[config.mk]
export PLATFORM = sky130hd
export DESIGN_NAME = up_down_count
export DESIGN_NICKNAME = d
export VERILOG_FILES = /design/src/rtl/up_down_count_pkg.sv /design/src/rtl/up_down_count_next.sv /design/src/rtl/up_down_count.sv
export SDC_FILE = /design/constraint.sdc
export NUM_CORES = 1
export LEC_CHECK = 0
export ABC_AREA = 1
export ABC_CLOCK_PERIOD_IN_PS = 2700
export CORE_AREA = 2 2 39 41
export CTS_CLUSTER_SIZE = 8
export DETAILED_ROUTE_END_ITERATION = 6
export DIE_AREA = 0 0 41 43
export GPL_TIMING_DRIVEN = 0
export SLEW_MARGIN = 20
export SYNTH_ARGS = -nofsm -noshare
export SYNTH_HDL_FRONTEND = slang
export SYNTH_SLANG_ARGS = --single-unit
[constraint.sdc]
create_clock -name clk -period 2.7 [get_ports clk]
set_input_delay 0.675 -clock clk [delete_from_list [all_inputs] [get_ports clk]]
set_output_delay 0.675 -clock clk [all_outputs]
set_load 0.03 [all_outputs]
[src/rtl/up_down_count_pkg.sv]
// Shared constants for the up/down counter: default width, mode encoding
// and the all-ones preset value.
package up_down_count_pkg;

   localparam int WIDTH_DEFAULT = 5;

   localparam logic MODE_DOWN = 1'b0;
   localparam logic MODE_UP   = 1'b1;

   // Callers truncate the result to their own width; legal widths are 2..32.
   function automatic logic [31:0] preset_value(input int width);
      return 32'hFFFF_FFFF >> (32 - width);
   endfunction

endpackage

[src/rtl/up_down_count_next.sv]
// Next-count logic: preset to all-ones, otherwise step up or down modulo 2^WIDTH.
module up_down_count_next
   import up_down_count_pkg::*;
#(
   parameter int WIDTH = WIDTH_DEFAULT
) (
   input  logic [WIDTH-1:0] count,
   input  logic             mode,
   input  logic             preset,
   output logic [WIDTH-1:0] count_next
);

   localparam logic [WIDTH-1:0] ONE  = WIDTH'(1);
   localparam logic [WIDTH-1:0] ONES = WIDTH'(preset_value(WIDTH));

   always_comb begin
      count_next = count;
      if (preset) begin
         count_next = ONES;
      end else if (mode == MODE_UP) begin
         count_next = count + ONE;
      end else begin
         count_next = count - ONE;
      end
   end

endmodule

[src/rtl/up_down_count.sv]
// Up/down counter register with async active-low reset. Define
// UP_DOWN_COUNT_TC_EN to add the wrap-ahead terminal-count output tc.
module up_down_count
   import up_down_count_pkg::*;
#(
   parameter int WIDTH = WIDTH_DEFAULT
) (
   input  logic             clk,
   input  logic             reset,
   input  logic             preset,
   input  logic             mode,
   output logic [WIDTH-1:0] count
`ifdef UP_DOWN_COUNT_TC_EN
   ,
   output logic             tc
`endif
);

   logic [WIDTH-1:0] count_q;
   logic [WIDTH-1:0] count_d;
   logic [WIDTH-1:0] count_next;

   up_down_count_next #(
      .WIDTH (WIDTH)
   ) u_next (
      .count      (count_q),
      .mode       (mode),
      .preset     (preset),
      .count_next (count_next)
   );

   always_comb begin
      count_d = count_next;
   end

   always_ff @(posedge clk or negedge reset) begin
      if (!reset) begin
         count_q <= '0;
      end else begin
         count_q <= count_d;
      end
   end

   assign count = count_q;

`ifdef UP_DOWN_COUNT_TC_EN
   localparam logic [WIDTH-1:0] ONES = WIDTH'(preset_value(WIDTH));

   // Gated by reset so a held-in-reset counter never reports an imminent wrap.
   assign tc = reset & (((mode == MODE_UP)   && (count_q == ONES)) ||
                        ((mode == MODE_DOWN) && (count_q == '0)));
`endif

endmodule

==> impl_summary.md <==
Outcome
The flow ran to the end, and the final reports show no timing, DRC or antenna violations.

Clocking
After clock tree synthesis, the flow added hold-fix buffers numbering 0. The clock insertion delay at the later pin of the skew report is 0.24 ns. The maximum count of clock buffers along a single path is 2.

The number of gates resized after CTS was 0. The number of buffers inserted during clock tree synthesis is 3. The cell sitting at the root of the clock tree is a sky130_fd_sc_hd__clkbuf_4. Clock-pin slew was measured on the worst setup and hold paths at 0.04 ns.

Post-CTS timing repair inserted 0 buffers for setup. Clock tree synthesis found a total of 5 sinks. CTS built an H-tree with a depth of 1. The clock tree from TritonCTS is done.

Job
Max-cap violations in this run came to 0.

Finish
The fraction of final layout cells sized beyond drive strength 1 is 8.00%. From synthesis to final layout, the design area changed by 40.6%. The number of antenna diodes in the final layout is 0. The final standard cell count with taps included and fillers excluded is 66. At the end of the flow, the number of nets in the layout was between 50 and 60. The register with the most flip-flops in the layout has 5 of them.

Synthesis
The share of synthesized area in the top cell type comes to between 40% and 50%. In this run, synthesis produced a sequential element count of 5. The library cell occupying the most area in the post-synthesis netlist is sky130_fd_sc_hd__dfrtp_1. The average cell area after synthesis is around 8.2 sq um. After synthesis, the share of flip-flops with an asynchronous set or reset is 100%. In the synthesized netlist, the cells that appear most often are sky130_fd_sc_hd__nand2_1 (11), sky130_fd_sc_hd__inv_1 (8), sky130_fd_sc_hd__dfrtp_1 (5), sky130_fd_sc_hd__nand3_1 (4), sky130_fd_sc_hd__ha_1 (3). Counting every net in the synthesized netlist gives 46. The most used flip-flop cell after synthesis is sky130_fd_sc_hd__dfrtp_1. For this run, the number of Yosys warnings is 0. Ranked by total cell area, the synthesized netlist is headed by sky130_fd_sc_hd__dfrtp_1 (40%), sky130_fd_sc_hd__nand2_1 (13%), sky130_fd_sc_hd__ha_1 (12%). Counting flops with a built-in enable in the synthesized netlist gives 0. The synthesized netlist occupies a cell area of 312 sq um. The count of cell types in the netlist is 12.

The sequential fraction of the synthesis area is 40.2%. In the synthesized netlist, the number of instances is 38. The most common cell in the synthesized netlist is sky130_fd_sc_hd__nand2_1.

Timing
The remaining max-slew budget at the tightest pin is 79.4%. The maximum clock skew at final layout is roughly 0.0031 ns. Setup slack on the critical path of the routed design comes to approximately 0.7 ns. The setup-violating endpoint count in the final report is 0. The total count of hold-check failures in the final report is 0. For the final routed database, the setup TNS stands at 0 ns. Based on the critical path, the design can be clocked at up to 0.500 GHz.

The count of pins over their slew limit was 0. The period utilization is 74.1%. Setup repair after global routing left no endpoint under its margin. At the pin with the least slew margin, the transition time is 0.308 ns. The smallest clock period supported by the final layout is computed as approximately 2 ns.

Setup path
For the worst setup path, the data required time is 2.03 ns. The arrival time at the worst endpoint is 1.32 ns. The worst flop-to-flop path startpoint is count[0]. The critical path ends at count[0]. In this run the number of cells on the critical path is 1. The kind of cell adding the most delay to the critical path is buffers and inverters.

The endpoint of the lowest-slack register-to-register path is count[4]. In this run the register-to-register setup slack is 1.34 ns. The critical path is of the reg -> out type. Counting both buffers and inverters, the worst setup path holds a total of 1. STA classifies the critical path startpoint as a flip-flop. In this design, the stage delay of the slowest critical-path cell is 0.69 ns.

The most critical setup path has its startpoint at count[0]. On the critical path, the stage with the largest delay is an instance of sky130_fd_sc_hd__clkdlybuf4s50_1. The worst setup path is captured at an output port. Of all nets on the critical path, the largest fanout is 4.

Traced cell by cell, the critical path runs through clkdlybuf4s50_1. Counting cells, the worst reg-to-reg path comes to 8.

Power and ir drop
Overall power consumption after layout is estimated at between 0.3 and 0.4 mW. In this run the power density over the cells is 704 nW/um^2. Summed over all cells, the static leakage comes to 0.230 nW.

VDD sags by at most approximately 0.00026 V.

Placed design
Including well taps, the total number of placed cells is 62. The number of I/O port buffers is 8. The routability congestion estimate is 0.790. Timing analysis after detailed placement gives a worst setup slack of 0.481 ns. Once detailed placement completed, the half-perimeter wirelength came to 483 um.

Route
Using the TritonRoute via totals, the vias-per-cell ratio works out to 4.08. After detailed routing, the total wire length is just over 600 um. The detailed-route wire length per cell is 9.41 um.

In this run, the number of DRC markers left after iteration 0 of detailed routing was 0. The length of the first detailed-routing pass in iterations is 1. In the routed design, unresolved DRC markers number 0. In this run the remaining antenna-violating nets after routing total 0. Detailed routing inserted a total of 269 vias.

Global routing
Global routing consumed, over all layers together, 9.88% of the routing resources. Entering global routing, the biggest net connects 6 pins. The number of global-route vias before repair is 260. The first global-routing pass estimated 1.06 mm of wire.

The total overflow reported by the global router is 0. The initial antenna violation count is 0.

Die
The area of the core region is about 1400 sq um. The total number of placement rows is 14. The die is around 43 um tall. The die extent in x is 41 um. 9 I/O pins were placed.

For this configuration, the core starts out at a cell density of 22.5%. The die covers 1760 sq um.

Min path
The worst min-delay path class is reg -> reg.
[placed cells by master, fill, tap and decap left out]
cell / n
sky130_fd_sc_hd__nand3_2: 1
sky130_fd_sc_hd__o21ai_0: 1
sky130_fd_sc_hd__fa_1: 1
sky130_fd_sc_hd__dfrtp_1: 5
sky130_fd_sc_hd__or2_1: 1
sky130_fd_sc_hd__clkdlybuf4s50_1: 8
sky130_fd_sc_hd__ha_1: 3
sky130_fd_sc_hd__nand3_1: 4
sky130_fd_sc_hd__nor2_1: 1
sky130_fd_sc_hd__inv_1: 8
sky130_fd_sc_hd__a21oi_1: 1
sky130_fd_sc_hd__clkbuf_4: 3
sky130_fd_sc_hd__a21o_1: 1
sky130_fd_sc_hd__clkbuf_1: 1
sky130_fd_sc_hd__nand2_1: 11
[kinds of logic after synthesis]
logic type	Yosys count	synth area share, %
simple gates	18	26.1
buf+inv	8	9.64
flops	5	40.2
fa+ha+maj	4	18.5
compound gates	3	5.62
[how the worst min path moves through the flow]
stage	start	endpoint	slack (ns)	depth (start not counted)
finish	count[0]	count[0]	0.51	1
global route	count[0]	count[0]	0.54	1
CTS	count[0]	count[0]	0.50	1
detailed placement	count[0]	count[0]	0.50	1
global placement	count[0]	count[0]	0.49	1
floorplan	reset	count[0]	0.38	0
[where the power goes]
part	total, mW	switching (mW)	internal [mW]	leakage (nW)
Combinational	0.125	0.0717	0.0531	0.163
Sequential	0.0973	0.00937	0.0879	0.0524
Clock	0.0864	0.0306	0.0559	0.0150
[final cells by class]
| class | count | area (sq um) |
|---|---|---|
| inverters | 8 | 30.0 |
| multi-input cells | 25 | 156 |
| repair buffers | 8 | 80.1 |
| clock buffers | 4 | 26.3 |
| fillers | 147 | 946 |
| flip-flops and latches | 5 | 125 |
| well taps | 16 | 20.0 |
[through the flow]
step,utilization (%),hold WS [ns],cell area (sq um)
5_1_grt,31.6,0.542,438
2_1_floorplan,-,0.379,312
3_3_place_gp,29.7,0.486,412
6_report,31.6,0.505,438
3_5_place_dp,29.7,0.495,412
4_1_cts,31.6,0.501,438
[per-layer routing]
metal  GRT usage, %  share of wire (%)
met4           4.00                  0
met1           12.4                 48
met3           9.42                8.9
met5              0                  0
met2           11.3                 43
(Power assumes the default switching activity.)
